<file path="src/rtl/unidade_load_store.sv">
// Memory-stage load/store unit: lh/sh over an 8-bit RAM, split into two
// little-endian byte transactions with a request/acknowledge handshake.
module unidade_load_store #(
  parameter int ADDR_WIDTH = 12
) (
  input  logic                  clk,
  input  logic                  rst_n,
  input  logic                  inicio,
  input  logic                  MemRead,
  input  logic                  MemWrite,
  input  logic [31:0]           endereco,
  input  logic [31:0]           dado_escrita,
  output logic                  ocupado,
  output logic                  pronto,
  output logic                  desalinhado,
  output logic [31:0]           dado_lido,
  output logic [ADDR_WIDTH-1:0] mem_endereco,
  output logic [7:0]            mem_dado_saida,
  input  logic [7:0]            mem_dado_entrada,
  output logic                  mem_re,
  output logic                  mem_we,
  input  logic                  mem_ack
);

  typedef enum logic [1:0] {
    OCIOSO = 2'd0,
    BYTE0  = 2'd1,
    BYTE1  = 2'd2,
    FIM    = 2'd3
  } estado_t;

  estado_t               estado_q, estado_d;
  logic [ADDR_WIDTH-1:0] addr_q, addr_d;
  logic [15:0]           wdata_q, wdata_d;
  logic                  load_q, load_d;
  logic [7:0]            lo_q, lo_d;
  logic [31:0]           dado_lido_q, dado_lido_d;
  logic                  desal_q, desal_d;
  logic                  op_valida;

  logic unused_bits;
  assign unused_bits = ^{endereco[31:ADDR_WIDTH], dado_escrita[31:16]};

  assign op_valida = MemRead ^ MemWrite;

  always_ff @(posedge clk or negedge rst_n) begin
    if (!rst_n) begin
      estado_q    <= OCIOSO;
      addr_q      <= '0;
      wdata_q     <= '0;
      load_q      <= 1'b0;
      lo_q        <= '0;
      dado_lido_q <= '0;
      desal_q     <= 1'b0;
    end else begin
      estado_q    <= estado_d;
      addr_q      <= addr_d;
      wdata_q     <= wdata_d;
      load_q      <= load_d;
      lo_q        <= lo_d;
      dado_lido_q <= dado_lido_d;
      desal_q     <= desal_d;
    end
  end

  always_comb begin
    estado_d    = estado_q;
    addr_d      = addr_q;
    wdata_d     = wdata_q;
    load_d      = load_q;
    lo_d        = lo_q;
    dado_lido_d = dado_lido_q;
    desal_d     = 1'b0;
    case (estado_q)
      OCIOSO: begin
        if (inicio && op_valida) begin
          if (endereco[0]) begin
            desal_d = 1'b1;
          end else begin
            addr_d   = endereco[ADDR_WIDTH-1:0];
            wdata_d  = dado_escrita[15:0];
            load_d   = MemRead;
            estado_d = BYTE0;
          end
        end
      end
      BYTE0: begin
        if (mem_ack) begin
          if (load_q) lo_d = mem_dado_entrada;
          estado_d = BYTE1;
        end
      end
      BYTE1: begin
        // Result is assembled on the high-byte ack so it is valid alongside pronto.
        if (mem_ack) begin
          if (load_q) dado_lido_d = {{16{mem_dado_entrada[7]}}, mem_dado_entrada, lo_q};
          estado_d = FIM;
        end
      end
      FIM: begin
        estado_d = OCIOSO;
      end
      default: begin
        estado_d = OCIOSO;
      end
    endcase
  end

  // Memory side is decoded purely from registered state and latched request.
  always_comb begin
    mem_endereco   = '0;
    mem_dado_saida = '0;
    mem_re         = 1'b0;
    mem_we         = 1'b0;
    case (estado_q)
      BYTE0: begin
        mem_endereco   = addr_q;
        mem_dado_saida = load_q ? 8'h00 : wdata_q[7:0];
        mem_re         = load_q;
        mem_we         = !load_q;
      end
      BYTE1: begin
        mem_endereco   = {addr_q[ADDR_WIDTH-1:1], 1'b1};
        mem_dado_saida = load_q ? 8'h00 : wdata_q[15:8];
        mem_re         = load_q;
        mem_we         = !load_q;
      end
      default: begin
        mem_endereco   = '0;
      end
    endcase
  end

  assign ocupado     = (estado_q != OCIOSO);
  assign pronto      = (estado_q == FIM);
  assign desalinhado = desal_q;
  assign dado_lido   = dado_lido_q;

endmodule

</file>
<file path="config.mk">
export PLATFORM = sky130hd
export DESIGN_NAME = unidade_load_store
export DESIGN_NICKNAME = d
export VERILOG_FILES = /design/src/rtl/unidade_load_store.sv
export SDC_FILE = /design/constraint.sdc
export NUM_CORES = 1
export LEC_CHECK = 0
export BUFFER_PORTS_ARGS = -buffer_cell sky130_fd_sc_hd__buf_2
export CORE_MARGIN = 4
export CORE_UTILIZATION = 44
export DETAILED_ROUTE_END_ITERATION = 8
export PLACE_DENSITY_LB_ADDON = 0.12
export SLEW_MARGIN = 20
export SYNTH_ARGS = -nofsm -noshare
export SYNTH_HDL_FRONTEND = slang
export SYNTH_SLANG_ARGS = --single-unit
</file>
<file path="constraint.sdc">
create_clock -name clk -period 2.8 [get_ports clk]
set_clock_uncertainty 0.2 [all_clocks]
set_input_delay 0.28 -clock clk [delete_from_list [all_inputs] [get_ports clk]]
set_output_delay 0.28 -clock clk [all_outputs]
set_load 0.01 [all_outputs]
</file>
==> results of run 1 <==
-- repair_timing --
action / 4_1_cts / 5_1_grt
buffers inserted: 0 / 0
hold buffers: 25 / 0
endpoints found under the hold margin: 79 / 0
-- cell usage after synthesis, drive strengths merged, types with 2 or more instances --
master / count
nor2: 11
and2: 11
dfrtp: 55
nand3: 2
nand2: 2
nor3b: 2
mux2: 53
a22oi: 8
ha: 7
inv: 4
buf: 19
clkbuf: 3
-- layout make-up --
type                    instances  area, µm²  share of cell area [%]
flip-flops and latches         55       1380                    41.5
multi-input cells             102        942                    28.4
repair buffers                128        791                    23.9
well taps                      72       90.1                    2.72
clock buffers                   6       82.6                    2.49
clock inverters                 2       16.3                   0.491
inverters                       4       15.0                   0.453
-- power by group through the flow --
stage	sequential (W)	clock, W	combinational, W
floorplan	0.00142	0	0.00105
detailed placement	0.00140	0	0.00152
CTS	0.00139	0.000479	0.00155
global route	0.00145	0.000515	0.00169
finish	0.00138	0.000463	0.00152
global placement	0.00139	0	0.00150
-- through the flow --
step / utilization [%] / std cells
final: 60.2 / 369
after global routing: 60.2 / 369
after CTS: 60.2 / 369
after detailed placement: 53.8 / 336
after global placement: 53.8 / 336
after floorplan: - / 183
-- registers in the layout, summed over array words and instances (netlist names) --
signal / cells
addr_q: 11
estado_q: 2
wdata_q: 16
dado_lido: 16
lo_q: 8
load_q: 1
desalinhado: 1
-- kinds of logic after synthesis --
group                      after synthesis  synth area share [%]
adders and majority gates                7                  3.51
DFF                                     55                  55.2
and+or+nand+nor                         30                  6.63
muxes                                   54                  24.3
buffers and inverters                   26                  6.98
AOI/OAI and AO/OA                       10                  2.96
xor gates and xnor gates                 1                 0.351
-- final timing paths --
kind	startpoint	to	slack, ps	cells after the start
hold reg to reg	addr_q[6]	addr_q[6]	300	1
setup / recovery	estado_q[0]	mem_dado_saida[1]	480	5
hold / removal	mem_dado_entrada[0]	dado_lido[8]	20	2
min in group asynchronous	rst_n	dado_lido[12]	90	2
max in group asynchronous	rst_n	addr_q[1]	1840	3
setup reg to reg	estado_q[0]	estado_q[1]	740	5
-- per-layer routing --
layer  vias to the layer above  GRT usage, %  wire, µm
met2                        54          26.1      2540
met3                         6          4.46       336
met1                       831          19.4      2100
met4                         0          5.50        85
li1                        832             -         -
met5                         -             0         0
==> run_results.csv, run 1 <==
group,metric,value,unit
global_routing,grt_max_degree,55,
timing,timing.final.crit_share,83.0,%
timing,holdWs,15.1,ps
power,swShare,35.8,%
timing,slew_violations,0,
floorplanning,die_height,83.3,µm
logic_synthesis,synth_top_area_cell,"dfrtp_1",
logic_synthesis,synth_warnings,0,
power,pwr-share-comb,45.1,%
job,drv_cap,0,
critical_path,cp.arrival,1840,ps
placed_design,place_congestion,0.690,
drt,wl_per_cell,13.7,µm
floorplanning,die_x,83.3,µm
floorplanning,rows,27,
critical_path,slowest_stage,"dfrtp_1",
power,clkPwrFrac,13.8,%
power,p_leak,1.68,nW
logic_synthesis,synth.area.top_cells,"dfrtp_1, mux2_2, buf_4, ha_1, and2_1",
cells_and_area,fill_cells,476,
drt,routed_wl,5.06,mm
timing,worst_pin_slew,429,ps
drt,first_pass_iters,4,
placed_design,dp_hpwl,3.52,mm
logic_synthesis,ys.flop_type,"dfrtp_1",
timing,min_period,2320,ps
floorplanning,fp.coreArea,0.00551,mm²
floorplanning,io_pins,135,
drt,via_per_inst,4.67,
clocking,cts_inserted_buffers,5,
timing,maxSlewHeadroom,71.3,%
clocking,cts.sinks,55,
timing,grt_setup_unrepaired,"false",
logic_synthesis,synth_cells,183,
critical_path,path_cells,"inv_1 > ha_1 > nand2b_1 > nor2_1 > buf_2",
clocking,clk_latency,310,ps
run_status,outcome,"complete, no violations",
drt,drt_iter0_drc,74,
placed_design,place_area,0.00296,mm²
clocking,cts_tree,"built",
cells_and_area,drive_gt1_share,55.2,%
placed_design,pre_cts_slack,753,ps
logic_synthesis,yosysTopAreaCellShare,55.2,%
global_routing,grt_overflow_total,0,
clocking,htreeDepth,2,
power,p_int,0.00216,W
power,finalPower,0.00336,W
drt,vias,1723,
clocking,cts_resized,0,
critical_path,cp_top_family,"simple AND/OR/NAND/NOR gates",
placed_design,io_buffers,98,
critical_path,cp_max_fo,9,
timing,setup_viol,0,
cells_and_area,final_common_cell,"buf_2",
clocking,ctsLongestPathBuffers,2,
critical_path,path_buf_inv,2,
logic_synthesis,synth.distinct_cells,21,
min_path,hold_class,"in2reg",
global_routing,antenna_found_initial,0,
cells_and_area,areaGrowthSynthToFinish,32.9,%
critical_path,crit_type,"reg2out",
critical_path,worstSetupEndpointType,"output port",
global_routing,grtUsageTotal,15.7,%
timing,setup_slack,477,ps
logic_synthesis,synth_area,0.00249,mm²
clocking,clock-root-buffer,"clkbuf_8",
logic_synthesis,synth.avg_cell_area,13.6,µm²
critical_path,crit_path_start_kind,"flop",
cells_and_area,n_antenna_cell,0,
logic_synthesis,synthArstFlopShare,100,%
power,vdd_drop_max,0.467,mV
global_routing,grt_pass1_vias,1851,
drt,ant_nets,0,
critical_path,cpPeakStageDelay,430,ps
timing,fmax,430,MHz
floorplanning,die_area,0.00693,mm²
logic_synthesis,ys_seq_elements,55,
clocking,clk_pin_slew_worst_paths,100,ps
floorplanning,initial_core_util,45.3,%
cells_and_area,final_cell_mix,"buf_2, dfrtp_1, mux2_2",
cells_and_area,finalInstanceArea,0.00331,mm²
logic_synthesis,yosysSeqAreaShare,55.2,%
logic_synthesis,syn_nets,268,
cells_and_area,final_net_count,381,
critical_path,crit_required,2320,ps
global_routing,grt_pass1_wl,8.87,mm
power,power_density,1020,mW/mm²
drt,drc,0,
timing,tns,0,ps
logic_synthesis,synth_edf_count,0,
power,switchingPower,0.00120,W
timing,hold_viol_final,0,
power,p_seq_share,41.1,%
Power figures use the tool's default switching activity.
==> run 2, diff against run 1 <==
clock period = 2.35 ns   (was 2.8 ns; I/O delays follow)
==> run 2 against run 1 <==
Effect of this change:
- cell count up 3.0%
- combinational power increased by 23%
- global-route usage is 0.50 points higher
- count of clock-buffer cells in the layout is the same
- register-to-register slack worse by 500 ps
- hold slack better by 9.7 ps
- utilization grew 2.4 points
- worst setup slack got worse by 320 ps
- sequential cell count unchanged
- cell area increased by 4.0%
- critical path type unchanged
- largest cell class unchanged
- largest power group unchanged
==> run_results.csv, run 2 (synthesis gave the netlist of run 1 again) <==
group,metric,value,unit
critical_path,crit_required,1910,ps
clocking,cts_inserted_buffers,5,
clocking,clk_pin_slew_worst_paths,90,ps
min_path,min_from,"endereco[0]",
timing,grt_setup_unrepaired,"false",
run_status,outcome,"complete, no violations",
cells_and_area,areaGrowthSynthToFinish,38.2,%
power,p_leak,1.74,nW
power,finalPower,0.00404,W
min_path,holdPathEnd,"desalinhado",
critical_path,path_buf_inv,2,
min_path,hold_class,"in2reg",
placed_design,io_buffers,98,
global_routing,grtUsageTotal,16.2,%
min_path,whs_path_depth,2,
timing,fmax,457,MHz
timing,setup_viol,0,
timing,tns,0,ps
drt,ant_nets,0,
floorplanning,initial_core_util,45.3,%
global_routing,grt_max_degree,30,
critical_path,slowest_stage,"dfrtp_1",
critical_path,crit_path_start_kind,"flop",
drt,drt_iter0_drc,30,
floorplanning,fp.coreArea,0.00551,mm²
cells_and_area,final_common_cell,"buf_2",
timing,hold_viol_final,0,
critical_path,cpPeakStageDelay,420,ps
cells_and_area,instances_no_fill,380,
drt,via_per_inst,4.66,
critical_path,r2r.worst_path.cells,6,
cells_and_area,n_antenna_cell,0,
drt,wl_per_cell,13.9,µm
critical_path,cp_top_family,"flip-flops",
placed_design,dp_hpwl,3.67,mm
timing,min_period,2190,ps
timing,holdWs,24.8,ps
critical_path,worstReg2RegStart,"estado_q[0]",
clocking,cts_tree,"built",
global_routing,grt_pass1_vias,1871,
placed_design,place_congestion,0.720,
cells_and_area,drive_gt1_share,53.6,%
critical_path,reg2reg_slack,240,ps
critical_path,worstSetupEndpointType,"output port",
cells_and_area,post-route-util,62.6,%
floorplanning,die_x,83.3,µm
clocking,cts.sinks,55,
placed_design,placedCellCount,336,
drt,first_pass_iters,4,
timing,timing.final.crit_share,93.2,%
global_routing,grt_overflow_total,0,
job,drv_cap,0,
clocking,cts_setup_buffers,0,
clocking,clk_latency,300,ps
cells_and_area,final_net_count,393,
floorplanning,rows,27,
cells_and_area,fill_cells,453,
clocking,ctsLongestPathBuffers,2,
drt,vias,1769,
global_routing,antenna_found_initial,0,
timing,maxSlewHeadroom,55.2,%
timing,slew_violations,0,
critical_path,worst_r2r_endpoint,"wdata_q[11]",
critical_path,cp.arrival,1750,ps
clocking,htreeDepth,2,
critical_path,path_cells,"inv_1 > ha_1 > o21a_4 > and2_1 > buf_2",
cells_and_area,final_cell_mix,"buf_2, dfrtp_1, mux2_2",
floorplanning,die_height,83.3,µm
critical_path,crit_type,"reg2out",
floorplanning,die_area,0.00693,mm²
power,vdd_drop_max,0.627,mV
timing,worst_pin_slew,672,ps
power,power_density,1170,mW/mm²
clocking,clock-root-buffer,"clkbuf_8",
drt,drc,0,
global_routing,grt_pass1_wl,9.02,mm
drt,routed_wl,5.28,mm
critical_path,cp_max_fo,10,
floorplanning,io_pins,135,
==> run 2: changes by cell type in the layout (fill, tap and decap cells not counted), sizes merged <==
cell / previous run / this run
dlygate4sd3: 25 / 37
clkinvlp: 1 / 0
==> run 2: layout make-up <==
cell class	count	area [µm²]	area share, %
timing repair buffer	140	923	26.8
clock inverter	1	5.00	0.145
sequential	55	1380	40.0
multi-input combinational	102	952	27.6
clock buffer	6	82.6	2.40
tap	72	90.1	2.62
inverter	4	15.0	0.436
==> run 2: how the worst max path moves through the flow <==
stage,cells past startpoint,slack [ps],startpoint,to
2_1_floorplan,6,390,estado_q[0],addr_q[11]
3_3_place_gp,6,240,estado_q[0],wdata_q[8]
3_5_place_dp,6,240,estado_q[0],wdata_q[3]
4_1_cts,5,30,estado_q[0],mem_endereco[9]
5_1_grt,5,20,estado_q[0],mem_dado_saida[3]
6_report,5,160,estado_q[0],mem_endereco[10]
==> run 2: per-layer routing <==
| metal | global-route usage [%] | share of wire, % | vias to the layer above |
|---|---|---|---|
| met4 | 5.79 | 1.7 | 0 |
| li1 | - | - | 864 |
| met3 | 3.97 | 5.5 | 8 |
| met1 | 20.3 | 41 | 844 |
| met5 | 0 | 0 | - |
| met2 | 27.0 | 52 | 53 |
==> run 2: per-stage QoR <==
step,worst slack [ps],instance area [µm²]
floorplan,394,2490
global placement,237,2980
global route,23.1,3440
CTS,34.7,3430
detailed placement,239,2980
finish,161,3440
==> run 2: power breakdown <==
part           switching, W  internal, W  leakage [nW]
Clock              0.000285     0.000232        0.0470
Combinational      0.000900     0.000970          1.01
Sequential         0.000247      0.00141         0.678
==> run 2: what timing repair did <==
action	in CTS	in global routing
endpoints found under the hold margin	72	0
gates resized for setup	0	3
hold buffers	37	0
setup endpoints to repair	0	19
==> run 2: worst register-to-register path: stages, from the launching register on <==
cell and delay, ps:
dfrtp_1 430, inv_1 170, ha_1 200, nand2_1 100
nor3_4 320, buf_4 250, mux2_2 340
